`config.mk`:
```
export PLATFORM = sky130hd
export DESIGN_NAME = hier_skid_stage_flat
export DESIGN_NICKNAME = d
export VERILOG_FILES = /design/src/rtl/hier_skid_stage_if.sv /design/src/rtl/hier_skid_stage.sv /design/src/flat_wrapper.sv
export SDC_FILE = /design/constraint.sdc
export NUM_CORES = 1
export LEC_CHECK = 0
export CAP_MARGIN = 20
export CORE_ASPECT_RATIO = 0.8
export CORE_MARGIN = 1.5
export CORE_UTILIZATION = 40
export CTS_BUF_LIST = sky130_fd_sc_hd__clkbuf_16
export CTS_CLUSTER_SIZE = 12
export DETAILED_ROUTE_END_ITERATION = 8
export HOLD_SLACK_MARGIN = 0.1
export PLACE_DENSITY_LB_ADDON = 0.3
export SETUP_SLACK_MARGIN = 0.2
export SYNTH_ARGS = -nofsm -noshare
export SYNTH_HDL_FRONTEND = slang
export SYNTH_SLANG_ARGS = --single-unit
```
`constraint.sdc`:
```
create_clock -name clk -period 2.3 [get_ports clk]
set_clock_uncertainty 0.1 [all_clocks]
set_input_delay 0.46 -clock clk [delete_from_list [all_inputs] [get_ports clk]]
set_output_delay 0.46 -clock clk [all_outputs]
set_load 0.02 [all_outputs]
```
`src/rtl/hier_skid_stage_if.sv`:
```
// Valid/ready handshake bundle for hier_skid_stage.
// Both sides of the stage are carried here. The master modport is the
// environment: upstream producer plus downstream consumer. The slave modport
// is the stage itself.
interface hier_skid_stage_if #(
  parameter int WIDTH = 8
);
  logic             in_valid;
  logic             in_ready;
  logic [WIDTH-1:0] in_data;
  logic             out_valid;
  logic             out_ready;
  logic [WIDTH-1:0] out_data;

  modport master (
    output in_valid, in_data, out_ready,
    input  in_ready, out_valid, out_data
  );

  modport slave (
    input  in_valid, in_data, out_ready,
    output in_ready, out_valid, out_data
  );
endinterface

```
`src/rtl/hier_skid_stage.sv`:
```
// hier_skid_stage: registered 2-entry skid buffer with valid/ready on both sides.
// Every output comes straight from a flop. There is no combinational path from
// in_* to out_*, or from out_ready to in_ready.
// Optional: define HIER_SKID_STAGE_OCCUPANCY_EN to add a registered 2-bit
// occupancy output (0=EMPTY, 1=ONE, 2=TWO).
module hier_skid_stage #(
  parameter int               WIDTH      = 8,
  parameter logic [WIDTH-1:0] RESET_DATA = '0
) (
  input  logic                 clk,
  input  logic                 rst_n,
  hier_skid_stage_if.slave     bus
`ifdef HIER_SKID_STAGE_OCCUPANCY_EN
  ,
  output logic [1:0]           occupancy
`endif
);

  // The state encoding is also the occupancy count.
  typedef enum logic [1:0] {
    S_EMPTY = 2'd0,
    S_ONE   = 2'd1,
    S_TWO   = 2'd2
  } state_t;

  state_t           r_state;
  logic             r_out_valid;
  logic             r_in_ready;
  logic [WIDTH-1:0] r_main;
  logic [WIDTH-1:0] r_skid;

  logic w_accept;
  logic w_send;

  assign w_accept = bus.in_valid & r_in_ready;
  assign w_send   = r_out_valid & bus.out_ready;

  // FSM: the state, the handshake flags and both data registers update on one edge.
  always_ff @(posedge clk or negedge rst_n) begin
    if (!rst_n) begin
      r_state     <= S_EMPTY;
      r_out_valid <= 1'b0;
      r_in_ready  <= 1'b1;
      r_main      <= RESET_DATA;
      r_skid      <= RESET_DATA;
    end else begin
      case (r_state)
        S_EMPTY: begin
          if (w_accept) begin
            r_main      <= bus.in_data;
            r_out_valid <= 1'b1;
            r_state     <= S_ONE;
          end
        end
        S_ONE: begin
          if (w_accept && w_send) begin
            r_main <= bus.in_data;
          end else if (w_send) begin
            r_out_valid <= 1'b0;
            r_state     <= S_EMPTY;
          end else if (w_accept) begin
            // The main register is still waiting to drain, so park the new word.
            r_skid     <= bus.in_data;
            r_in_ready <= 1'b0;
            r_state    <= S_TWO;
          end
        end
        S_TWO: begin
          // in_ready is low here, so nothing can be accepted. Only draining happens.
          if (w_send) begin
            r_main     <= r_skid;
            r_in_ready <= 1'b1;
            r_state    <= S_ONE;
          end
        end
        default: begin
          r_state     <= S_EMPTY;
          r_out_valid <= 1'b0;
          r_in_ready  <= 1'b1;
        end
      endcase
    end
  end

  assign bus.out_valid = r_out_valid;
  assign bus.in_ready  = r_in_ready;
  assign bus.out_data  = r_main;

`ifdef HIER_SKID_STAGE_OCCUPANCY_EN
  assign occupancy = r_state;
`endif

endmodule

```
`src/flat_wrapper.sv`:
```
// flat-port wrapper written by rule: the top's interface ports become plain ports
module hier_skid_stage_flat 
#(
  parameter int               WIDTH      = 8,
  parameter logic [WIDTH-1:0] RESET_DATA = '0
)
  (clk, rst_n, bus_in_valid, bus_in_data, bus_out_ready, bus_in_ready, bus_out_valid, bus_out_data);
  hier_skid_stage_if #(.WIDTH(WIDTH)) bus_i ();
  input  logic clk;
  input  logic rst_n;
  input wire logic [$bits(bus_i.in_valid)-1:0] bus_in_valid;
  input wire logic [$bits(bus_i.in_data)-1:0] bus_in_data;
  input wire logic [$bits(bus_i.out_ready)-1:0] bus_out_ready;
  output wire logic [$bits(bus_i.in_ready)-1:0] bus_in_ready;
  output wire logic [$bits(bus_i.out_valid)-1:0] bus_out_valid;
  output wire logic [$bits(bus_i.out_data)-1:0] bus_out_data;
  assign bus_i.in_valid = bus_in_valid;
  assign bus_i.in_data = bus_in_data;
  assign bus_i.out_ready = bus_out_ready;
  assign bus_in_ready = bus_i.in_ready;
  assign bus_out_valid = bus_i.out_valid;
  assign bus_out_data = bus_i.out_data;
  hier_skid_stage #(.WIDTH(WIDTH), .RESET_DATA(RESET_DATA)) u_core (.clk(clk), .rst_n(rst_n), .bus(bus_i));
endmodule
```
==> results by group <==
STA
  • Setup-failing EPs final: 0
  • Worst relative slew slack: 73.8%
  • Tightest Pin Transition: 0.393 ns
  • FMAX: 508 MHz
  • Count of final hold-check violations: 0
  • Crit path time final: 1.97 ns
  • Max-slew violations: 0
  • Final Hold Slack: 0.401 ns
  • Unrepaired setup endpoints after global routing: no
  • Setup TNS: 0 ns
  • Final Cycle Share: 85.5%

Routing
  • Residual DRC: 0
  • Total wire length: 1.68 mm
  • DRT antenna net count: 0
  • Initial DRC count: 10
  • Initial DRT Pass Iterations: 3
  • Via density: 5.24
  • WL/cell: 14.6 um
  • Via count: 603

Hold path
  • Worst Hold Class: reg -> reg

GRT
  • Met3 GRT Util: 4.21%
  • Global routing's busiest layer: met2
  • Residual overflow from global routing: 0
  • Initial antenna violation count: 0
  • GRT met2 Usage: 26.2%
  • Met1 usage: 15.8%
  • Total GRT Usage: 14.4%
  • Vias in the first global route: 612
  • Largest net degree at the start of global routing: 21
  • First-pass GRT wire length: 2.75 mm

Die
  • Initial core utilization: 43.0%
  • Num rows: 15
  • Num ports: 22
  • Die height: 46.5 um
  • Chip width: 57.3 um
  • CORE AREA: 2200 um2
  • Full die area: 2660 um2

Clock tree
  • Clk pin slew, worst setup/hold paths: 0.05 ns
  • Htree depth: 1
  • CTS tree: yes
  • Clock buffer depth: 2
  • PostCTS Resize Cnt: 0
  • Setup Fix Bufs, Post-CTS: 0
  • Worst skew pair latency: 0.25 ns
  • Root Driver: clkbuf_16
  • Cts hold-fix bufs: 0
  • CTS sink cnt: 20
  • Num CTS Buffers: 3

Cells and area
  • Nets: 103
  • Layout cells sized above 1: 37.8%
  • Fin cells: 115
  • Most frequent cells in the layout: mux2_2, clkdlybuf4s50_1, dfrtp_1, clkbuf_16
  • Layout area overhead: 35.9%
  • Most common cell after layout, fill and taps aside: mux2_2
  • Ant. Diodes: 0

Synthesis
  • Adder-Cell Fraction of Synth Area: 0%
  • Synth Cell Area: 945 um2
  • Yosys reg bits: 20
  • Cells after synthesis: 65
  • Net count after synthesis: 77
  • Synth top area share: 50.3%
  • Netlist cell types: 22
  • Syn_area_per_cell: 14.5 um2
  • Multiplexer area fraction after synthesis: 30.1%
  • Post-synthesis compound-gate area fraction: 9.14%
  • XOR/XNOR Fraction of Synth Area: 0%
  • Yosys warning count: 0
  • Largest family of logic cells by synthesized area: multiplexers
  • Simple-gate share of the synthesized area: 4.90%
  • Area leader, netlist: dfrtp_1
  • Part of the Yosys area used for sequential elements: 53.1%
  • Synth area leaders: dfrtp_1, mux2_2, o32ai_4

Place
  • Placed Cells: 111
  • Hpwl dp: 1.15 mm
  • Routability cong.: 0.666
  • Port Buffer Count: 21

Power and ir drop
  • P_sw: 318 uW
  • Peak VDD IR: 605 uV
  • Sw Ratio: 24.0%
  • Clock power share: 35.2%
  • Combinational Power Share: 26.4%
  • Power per cell area: 1030 nW/um2
  • P_leak: 0.580 nW
  • Int Pwr: 1.00 mW
  • Seq pwr share: 38.4%

Critical path
  • Buf/Inv on CP: 1
  • Worst Path Max Fanout: 5
  • Slowest cell on the critical path: clkdlybuf4s50_1
  • Critical Path Source Type: flop
  • WP data arrival: 1.41 ns
  • Crit-path leading delay family: buffers and inverters
  • Crit path cell chain: clkdlybuf4s50_1
  • Slowest Stage Delay on Critical Path: 0.60 ns
  • Crit Path Category: reg -> out
  • Setup crit end kind: primary output
  • Reg2reg setup slack: 0.52 ns
  • Critical path data required time: 1.74 ns

Flow run
  • Max cap viols: 0

Run status
  • Outcome: finished clean
## layer usage
layer / share of wire, % / vias up
met1: 44 / 302
li1: - / 287
met3: 4.2 / 2
met5: 0 / -
met4: 1.3 / 0
met2: 50 / 12
## synth_stat cells
cell / n
mux2_4: 1
o32a_1: 1
nand2b_1: 1
mux2i_1: 1
nand2_2: 1
dfrtp_1: 19
a21boi_0: 1
and3b_1: 1
buf_6: 2
a211o_1: 1
and2_1: 1
and2b_1: 1
o32ai_4: 1
nor2_1: 1
a21oi_1: 1
o22ai_1: 1
inv_1: 1
mux2_2: 23
dfstp_2: 1
a21boi_2: 1
o21ai_0: 2
nand2_1: 2
## registers in the layout, indices dropped and copies added (netlist names)
name                  cells
u_core.bus.out_data       8
u_core.r_skid             8
u_core.r_state            2
u_core.bus.in_ready       1
u_core.bus.out_valid      1
## area by class of cell
cell class / count / area (um2)
Clock buffer: 3 / 75.1
Multi-Input combinational cell: 42 / 417
Sequential cell: 20 / 502
Clock inverter: 1 / 30.0
Fill cell: 182 / 912
Tap cell: 25 / 31.3
Timing Repair Buffer: 23 / 225
Inverter: 1 / 3.75
## per-stage QoR
| stage | worst slack, ns | instance area [um2] | total power, mW | utilization [%] |
|---|---|---|---|---|
| 5_1_grt | 0.306 | 1280 | 1.39 | 58.5 |
| 6_report | 0.333 | 1280 | 1.32 | 58.5 |
| 3_3_place_gp | 0.188 | 1180 | 0.856 | 53.7 |
| 3_5_place_dp | 0.156 | 1180 | 0.866 | 53.7 |
| 2_1_floorplan | 0.612 | 945 | 0.682 | - |
| 4_1_cts | 0.324 | 1280 | 1.34 | 58.5 |
## cells by family after synthesis
group | count (synthesis)
compound gates | 9
mux | 25
buf+inv | 3
flops | 20
simple gates | 8
## power groups by stage
stage               clock (mW)  sequential [mW]  combinational, mW
finish                   0.465            0.508              0.349
global route             0.497            0.522              0.372
CTS                      0.479            0.508              0.355
detailed placement           0            0.513              0.353
global placement             0            0.508              0.348
floorplan                    0            0.585             0.0968
## worst register-to-register path: cells and delay by family, from the launching register on
family,cells,cell delay (ns)
flip-flops,1,0.50
multiplexers,2,0.64
AND/OR/NAND/NOR,1,0.42
## path summary, 6_finish.rpt
path / start / endpoint / depth (start not counted)
hold / removal: u_core.r_skid[3]$_DFFE_PN0P_ / u_core.r_skid[3]$_DFFE_PN0P_ / 1
hold reg to reg: u_core.r_skid[3]$_DFFE_PN0P_ / u_core.r_skid[3]$_DFFE_PN0P_ / 1
setup reg to reg: u_core.r_state[1]$_DFFE_PN0P_ / u_core.bus.out_data[6]$_DFFE_PN0P_ / 3
max in group asynchronous: rst_n / u_core.bus.in_ready$_DFFE_PN1P_ / 2
min in group asynchronous: rst_n / u_core.r_skid[1]$_DFFE_PN0P_ / 2
setup / recovery: u_core.bus.in_ready$_DFFE_PN1P_ / bus_in_ready / 1
No activity file was read; power rests on OpenSTA's default activity.
==> RTL change: new RTL, config.mk and constraints unchanged <==
Make the reset (`rst_n`) synchronous in one clocked block.
--- a/src/rtl/hier_skid_stage.sv
+++ b/src/rtl/hier_skid_stage.sv
@@ -36,7 +36,7 @@
   assign w_send   = r_out_valid & bus.out_ready;
 
   // FSM: the state, the handshake flags and both data registers update on one edge.
-  always_ff @(posedge clk or negedge rst_n) begin
+  always_ff @(posedge clk) begin
     if (!rst_n) begin
       r_state     <= S_EMPTY;
       r_out_valid <= 1'b0;
Behaviour: differs if rst_n is asserted again (counterexample within 4 cycles, from zero or initial values and one cycle with rst_n low); with rst_n held inactive, the same outputs for 10 cycles.
==> RTL change against the original RTL <==
  * Combinational power fell by 38%
  * Maximum frequency grew 5.5%
  * Routed wire length rose by 14%
  * Sequential cell count unchanged
  * Die area down 5.0%
  * Worst setup slack improved by 0.10 ns
  * Synthesized area fell by 5.3%
  * Design area decreased by 4.3%
  * Total power decreased by 17%
  * Critical endpoint unchanged
  * Largest cell class is now multi-input gates
==> RTL change: results (changes against the original RTL) <==
metric,value,unit,change
dpl_cell_area,0.00112,sq mm,-4.7%
ff2ff_setup_slack,0.66,ns,+0.14 ns
cpPeakStageDelay,0.64,ns,+0.04 ns
viasPerCell,5.48,,+4.5%
placed_cells,140,,+26%
final_net_count,132,,+28%
vdd_drop_max,0.000524,V,-13%
synth_cells,97,,+49%
async_reset_ff_share,0,%,-100 points
grt_first_pass_wirelength,3240,microns,+18%
slowest_stage,clkdlybuf4s50_1,,
syn_nets,109,,+42%
drt-initial-drc-count,18,,+8
cp_max_fo,6,,+1
grt_start_max_net_pins,29,,+38%
cp_top_family,buffers and inverters,,
grt_antenna_before_repair,0,,unchanged
whs,0.376,ns,-0.0249 ns
synthTopCellsByArea,"dfxtp_1, mux2i_1, o21ai_0",,
place_congestion,0.669,,+0.50%
ys_seq_area_share,44.8,%,-8.4 points
status,finished clean,,
track_usage,16.6,%,+2.2 points
synth_common_cells,"dfxtp_1, o21ai_0, nand2_1, nand3_1",,
syn_to_final_growth,37.3,%,
ys_dominant_reg_cell,dfxtp_1,,
num_antenna_cells,0,,unchanged
drt_first_pass_iters,4,,+1
wl_per_cell,13.3,microns,-8.9%
drive_above_1_share,7.56,%,-30 points
root_buffer,clkbuf_16,,
n_fill_cell,204,,+12%
first_global_vias,754,,+23%
slew_headroom,72.1,%,-1.7 points
hpwl,1280,microns,+11%
place_ws,0.266,ns,+0.110 ns
hold_path.class,reg2reg,,
power.static_leakage,0.533,nW,-8.0%
vias,789,,+31%
clock_path_buffers,2,,unchanged
fin_ws,0.436,ns,+0.103 ns
RTL change: cell types whose count changed after synthesis, sizes merged, moves of 2 or more:
cell,before,now
o21ai,2,17
nand2,3,10
nand4,0,2
o21a,0,2
dfrtp,19,0
o311a,0,8
dfxtp,0,20
mux2,24,0
nand3,0,9
mux2i,1,8
clkbuf,0,4
nand2b,1,3
a21oi,1,3
RTL change: cells by family after synthesis:
kind of cell           count (synthesis)  share of synthesized area [%]
AOI/OAI and AO/OA                     33                           25.7
muxes                                  8                           8.95
DFF                                   20                           44.8
and+or+nand+nor                       28                           15.4
buffers and inverters                  8                           5.17
RTL change: final timing paths:
path,endpoint,start,depth (start not counted)
max,bus_in_ready,u_core.bus.in_ready,1
min,u_core.r_skid[2],u_core.r_skid[2],2
max reg2reg,u_core.bus.out_data[7],u_core.r_state[0],5
min reg2reg,u_core.r_skid[2],u_core.r_skid[2],2
RTL change: layer usage:
metal	routed length, microns	global-route usage, %	vias up
met4	0	4.29	0
met2	807	24.3	17
li1	-	-	407
met5	0	0	-
met3	83	4.58	0
met1	1030	24.3	365
RTL change: cell type report:
class,instances,area share [%]
Multi-Input combinational cell,69,36.5
Sequential cell,20,32.6
Timing Repair Buffer,25,19.6
Clock buffer,3,6.11
Tap cell,25,2.55
Clock inverter,1,2.44
Inverter,1,0.305
RTL change: report_power, final:
group | internal [mW] | leakage, nW | switching [mW]
registers | 0.383 | 0.164 | 0.0260
logic | 0.109 | 0.318 | 0.108
clock network | 0.345 | 0.0511 | 0.129
total | 0.837 | 0.533 | 0.263
RTL change: worst register-to-register path, cell delays in order, from the launching register on:
cell and delay (ns):
dfxtp_1 0.46, nand2b_1 0.22, buf_4 0.22, mux2i_1 0.27
o21ai_0 0.12, o311a_1 0.14
